**config.mk**
```make
export PLATFORM = sky130hd
export DESIGN_NAME = mem_arbiter
export DESIGN_NICKNAME = d
export VERILOG_FILES = /design/src/rtl/mem_arbiter.sv
export SDC_FILE = /design/constraint.sdc
export NUM_CORES = 1
export LEC_CHECK = 0
export CORE_ASPECT_RATIO = 0.6
export CORE_MARGIN = 10
export CORE_UTILIZATION = 21
export DETAILED_ROUTE_END_ITERATION = 8
export PLACE_DENSITY_LB_ADDON = 0.08
export SLEW_MARGIN = 20
export SYNTH_ARGS = -nofsm -noshare
export SYNTH_HDL_FRONTEND = slang
export SYNTH_SLANG_ARGS = --single-unit
```
**constraint.sdc**
```tcl
create_clock -name clk -period 2.5 [get_ports clk]
set_input_delay 0.5 -clock clk [delete_from_list [all_inputs] [get_ports clk]]
set_output_delay 0.5 -clock clk [all_outputs]
set_load 0.01 [all_outputs]
```
**src/rtl/mem_arbiter.sv**
```systemverilog
// Two-port (fetch / data) arbiter onto a single memory port with one outstanding access.
// Data has priority; fetch is forced through after STARVE_MAX consecutive data grants.
module mem_arbiter #(
    parameter int unsigned DATA_W     = 32,
    parameter int unsigned ADDR_W     = 32,
    parameter int unsigned STARVE_MAX = 4
) (
    input  logic                clk,
    input  logic                reset,
    input  logic                if_req,
    input  logic [ADDR_W-1:0]   if_addr,
    output logic                if_gnt,
    output logic                if_rvalid,
    output logic [DATA_W-1:0]   if_rdata,
    input  logic                dm_req,
    input  logic                dm_we,
    input  logic [ADDR_W-1:0]   dm_addr,
    input  logic [DATA_W-1:0]   dm_wdata,
    input  logic [DATA_W/8-1:0] dm_be,
    output logic                dm_gnt,
    output logic                dm_rvalid,
    output logic [DATA_W-1:0]   dm_rdata,
    output logic                mem_req,
    output logic                mem_we,
    output logic [ADDR_W-1:0]   mem_addr,
    output logic [DATA_W-1:0]   mem_wdata,
    output logic [DATA_W/8-1:0] mem_be,
    input  logic                mem_gnt,
    input  logic                mem_rvalid,
    input  logic [DATA_W-1:0]   mem_rdata,
    output logic                busy
);

    localparam int unsigned CNT_W = (STARVE_MAX < 1) ? 1 : $clog2(STARVE_MAX + 1);

    typedef enum logic [1:0] {
        IDLE    = 2'd0,
        WAIT_IF = 2'd1,
        WAIT_DM = 2'd2
    } state_e;

    state_e           state_q;
    logic [CNT_W-1:0] starve_q;
    logic [CNT_W-1:0] starve_d;
    logic             win_if;
    logic             win_dm;
    logic             starved;

    assign starved = (starve_q == CNT_W'(STARVE_MAX));

    // Arbitration: only in IDLE and never while reset is asserted
    always_comb begin
        win_if = 1'b0;
        win_dm = 1'b0;
        if (!reset && (state_q == IDLE)) begin
            if (if_req && (!dm_req || starved)) begin
                win_if = 1'b1;
            end else if (dm_req) begin
                win_dm = 1'b1;
            end
        end
    end

    always_comb begin
        mem_req   = win_if | win_dm;
        mem_we    = win_dm & dm_we;
        mem_addr  = win_dm ? dm_addr : (win_if ? if_addr : '0);
        mem_wdata = win_dm ? dm_wdata : '0;
        mem_be    = win_dm ? dm_be : '0;
        if_gnt    = win_if & mem_gnt;
        dm_gnt    = win_dm & mem_gnt;
        if_rvalid = !reset && (state_q == WAIT_IF) && mem_rvalid;
        dm_rvalid = !reset && (state_q == WAIT_DM) && mem_rvalid;
        if_rdata  = mem_rdata;
        dm_rdata  = mem_rdata;
        busy      = !reset && (state_q != IDLE);
    end

    // Starvation counter: data grants seen while fetch keeps waiting
    always_comb begin
        starve_d = starve_q;
        if (!if_req || if_gnt) begin
            starve_d = '0;
        end else if (dm_gnt && !starved) begin
            starve_d = starve_q + CNT_W'(1);
        end
    end

    always_ff @(posedge clk) begin
        if (reset) begin
            state_q  <= IDLE;
            starve_q <= '0;
        end else begin
            starve_q <= starve_d;
            case (state_q)
                IDLE: begin
                    if (if_gnt) begin
                        state_q <= WAIT_IF;
                    end else if (dm_gnt) begin
                        state_q <= WAIT_DM;
                    end
                end
                WAIT_IF, WAIT_DM: begin
                    if (mem_rvalid) begin
                        state_q <= IDLE;
                    end
                end
                default: state_q <= IDLE;
            endcase
        end
    end

endmodule

```
==> results of run 1 <==
[flip-flops by register name, indices dropped and copies added (netlist names)]
name      cells
starve_q      3
state_q       2
[worst reg2reg max path: cells and delay by family (launching register included)]
family          cells  cell delay (ns)
simple gates        1             0.18
fa+ha+maj           1             0.17
buf+inv             2             0.23
compound gates      2             0.63
flops               1             0.35
[stage by stage]
stage	setup slack (ns)	cells	hold WS (ns)	power, W	utilization (%)
4_1_cts	0.0000779	434	0.508	0.000862	44.3
3_5_place_dp	-0.364	415	0.506	0.000587	41.4
2_1_floorplan	0.521	194	0.470	0.000363	-
5_1_grt	0.0218	434	0.543	0.000880	42.6
6_report	0.105	434	0.504	0.000836	42.6
3_3_place_gp	-0.378	415	0.491	0.000587	41.4
[layout by cell type, fill, tap and decap left out, drive strengths merged, types with 5 or more instances in the layout]
cell type	instances
and2	39
dlygate4sd2	35
clkbuf	27
and3	7
buf	29
a21oi	5
a22o	32
clkdlybuf4s15	10
ha	5
inv	6
dfxtp	5
clkdlybuf4s50	108
[logic make-up (layout without fill, tap and decap cells)]
group / count (synthesis) / count (layout)
flip-flops: 5 / 5
buffers and inverters: 83 / 216
adder cells (fa/ha/maj): 5 / 5
AND/OR/NAND/NOR: 57 / 60
AO/OA/AOI/OAI: 44 / 44
[cell type report]
| cell class | instances | area, sq um | area share [%] |
|---|---|---|---|
| Multi-Input combinational cell | 109 | 878 | 28.5 |
| Inverter | 6 | 22.5 | 0.731 |
| Tap cell | 104 | 130 | 4.22 |
| Sequential cell | 5 | 103 | 3.33 |
| Timing Repair Buffer | 206 | 1870 | 60.6 |
| Clock buffer | 4 | 78.8 | 2.56 |
[worst max-delay path by stage]
stage	from	to	slack (ns)	cells past startpoint
floorplan	state_q[0]$_SDFFE_PP0P_	mem_req	0.52	7
global placement	reset	mem_addr[15]	-0.38	5
detailed placement	reset	mem_addr[15]	-0.36	5
CTS	state_q[1]$_SDFFE_PP0P_	mem_wdata[11]	0.00008	8
global route	state_q[1]$_SDFFE_PP0P_	mem_addr[17]	0.02	8
finish	starve_q[0]$_SDFFE_PP0P_	if_gnt	0.11	6
[repair_timing]
item / CTS / global route
hold buffers: 0 / 0
gates cloned: 5 / 0
resized for setup: 112 / 47
setup buffers: 10 / 1
pin swaps: 3 / 1
setup endpoints to repair: 72 / 34
[metal layers]
layer  vias to the layer above  global-route usage, %
li1                        882                      -
met1                       819                   15.4
met2                       110                   23.3
met3                        18                   7.68
met4                         2                   2.51
met5                         -                      0
[Yosys cell counts]
cell type	number	area (sq um)
buf_4	68	510
and2_1	39	244
a22o_1	32	280
buf_6	6	67.6
inv_1	6	22.5
a21oi_1	5	25.0
dfxtp_1	5	100
ha_1	5	62.6
buf_8	3	45.0
and3_1	2	12.5
and3b_1	2	17.5
and4b_1	2	20.0
o21ai_0	2	10.0
a2111o_1	1	11.3
a21bo_2	1	10.0
a311o_1	1	10.0
a31o_2	1	8.76
and3_2	1	7.51
and3_4	1	11.3
nand2b_1	1	6.26
nand3_1	1	5.00
nand3b_1	1	7.51
nand4_1	1	6.26
nand4b_1	1	8.76
nor2_1	1	3.75
nor2b_2	1	8.76
nor3_2	1	10.0
o311ai_1	1	8.76
or2_1	1	6.26
or3_1	1	6.26
[power breakdown]
part	internal [W]	total, W	switching, W	leakage (nW)
sequential	0.0000832	0.0000847	0.00000145	0.0414
clock	0.000211	0.000265	0.0000533	0.0382
combinational	0.000311	0.000487	0.000176	1.38
==> results by group, run 1 <==
Layout
  – Diodes inserted: 0
  – Final #Nets: roughly 480
  – Area growth syn-to-layout: 98.2%
  – Post-route design area: between 3000 and 4000 sq um
  – Fillers: ~750
  – Share of layout cells above drive strength 1: between 20% and 30%

Critical path
  – CP Cell Sequence: inv_1 > ha_4 > a21bo_4 > buf_4 > and3_2 > clkdlybuf4s50_1
  – Reg2Reg Depth: 6
  – Cell family with most CP delay: buffers and inverters
  – Critical path class: reg -> out
  – CP required: roughly 2.0 ns
  – Worst path slowest cell: clkdlybuf4s50_1
  – FF-to-FF End: starve_q[2]$_SDFFE_PP0P_
  – Buf/Inv on CP: 3
  – Critical Path Source Type: flip-flop
  – CP endpoint kind: output pin
  – Max stage delay on crit path: a little under 0.5 ns
  – CP Max Fanout: 5
  – Worst Path Arrival: between 1.5 and 2 ns
  – Reg2reg setup slack: 0.87 ns
  – Worst r2r src: starve_q[0]$_SDFFE_PP0P_

Worst hold path
  – Hold depth: 2
  – Hold path start: starve_q[0]$_SDFFE_PP0P_
  – Hold worst-path end: starve_q[0]$_SDFFE_PP0P_
  – Hold crit path type: reg -> reg

Clock network
  – # H-tree levels: 1
  – Clk_lat worst skew: around 0.23 ns
  – Clock tree root buffer cell: clkbuf_16
  – Clk pin slew, worst setup/hold paths: roughly 0.03 ns
  – Num CTS Buffers: 3
  – Clock Sinks: 5
  – CTS tree: built
  – Max clock buf depth: 2

Power
  – Leak Pwr: ~1.5 nW
  – PwrDens: 271 nW/um^2
  – Peak VDD IR: about 220 uV

Routing
  – Total number of vias: roughly 1.8k
  – Met3 WL: about 1.2 mm
  – Vias/cell: between 4 and 5
  – DR pass1 iterations: 5
  – DRC Markers: 0
  – DR WL met2: around 4.1 mm
  – Highest routed layer: met5
  – Drt initial violations: 57
  – Routed WL: 8.82 mm
  – Post-Route M1 WL: approximately 3.4 mm
  – Final ANT Viol Nets: 0
  – DR WL/cell: 20.3 microns

Yosys
  – Syn Std Cell Area: 1550 sq um
  – Simple-gate share of the synthesized area: between 20% and 30%
  – Syn Area/Cell: roughly 8 sq um
  – Synthesized instance count: a little under 200
  – Synth unique cells: 30
  – Syn nets: roughly 340
  – Main combinational cell family by area after synthesis: buffers and inverters
  – Post-synthesis mux area share: 0%
  – Warnings from Yosys: 0
  – Register area share after synthesis: around 6.4%
  – Synth Register Bits: 5
  – Xor and xnor area share after synthesis: 0%
  – Compound-gate portion of the synthesized area: around a quarter
  – Adder-cell share of the synthesized area: roughly 4.0%

Timing
  – Worst slew pin tran: 0.236 ns
  – Final min period: approximately 2.4 ns
  – Max Fclk: 0.418 GHz
  – Clk_skew: a little over 0.0009 ns
  – Fin. max-slew vios: 0
  – Final period util: between 90% and 100%
  – RSZ-0062 raised after global routing: no
  – Max_slew headroom: a little over four fifths
  – Final hold violations: 0
  – Final setup fails: 0
  – Setup_tns: 0 ns

Placement
  – DP HPWL: 6.90 mm
  – Port-buffer cells: 181
  – Post-DP Area: between 2000 and 3000 sq um
  – GP Congestion: 0.784

Global route
  – Gr usage total: between 10 and 15%
  – First-pass GRT wire length: around 12 mm
  – Remaining Overflow, GRT: 0
  – Largest net degree at the start of global routing: 23
  – Vias in the first global route: roughly 1.8k
  – Initial antenna violation count: 1

Die
  – Die X: roughly 130 microns
  – CORE AREA: between 7000 and 8000 sq um
  – DIE HEIGHT: about 87 microns
  – Die ar.: between 10000 and 15000 sq um
  – Row count: 24
  – Initial Utilization: 21.5%
  – # IOs: 278

Run
  – Max-cap violations: 0

Status
  – Status: complete, no violations
No activity file was read; power rests on OpenSTA's default activity.
==> run 2: changes to the inputs <==
Settings changed: CTS_CLUSTER_DIAMETER set to 50.
==> results of run 2 <==
Same layout as run 1: the final DEF is identical, and so are final timing and power.
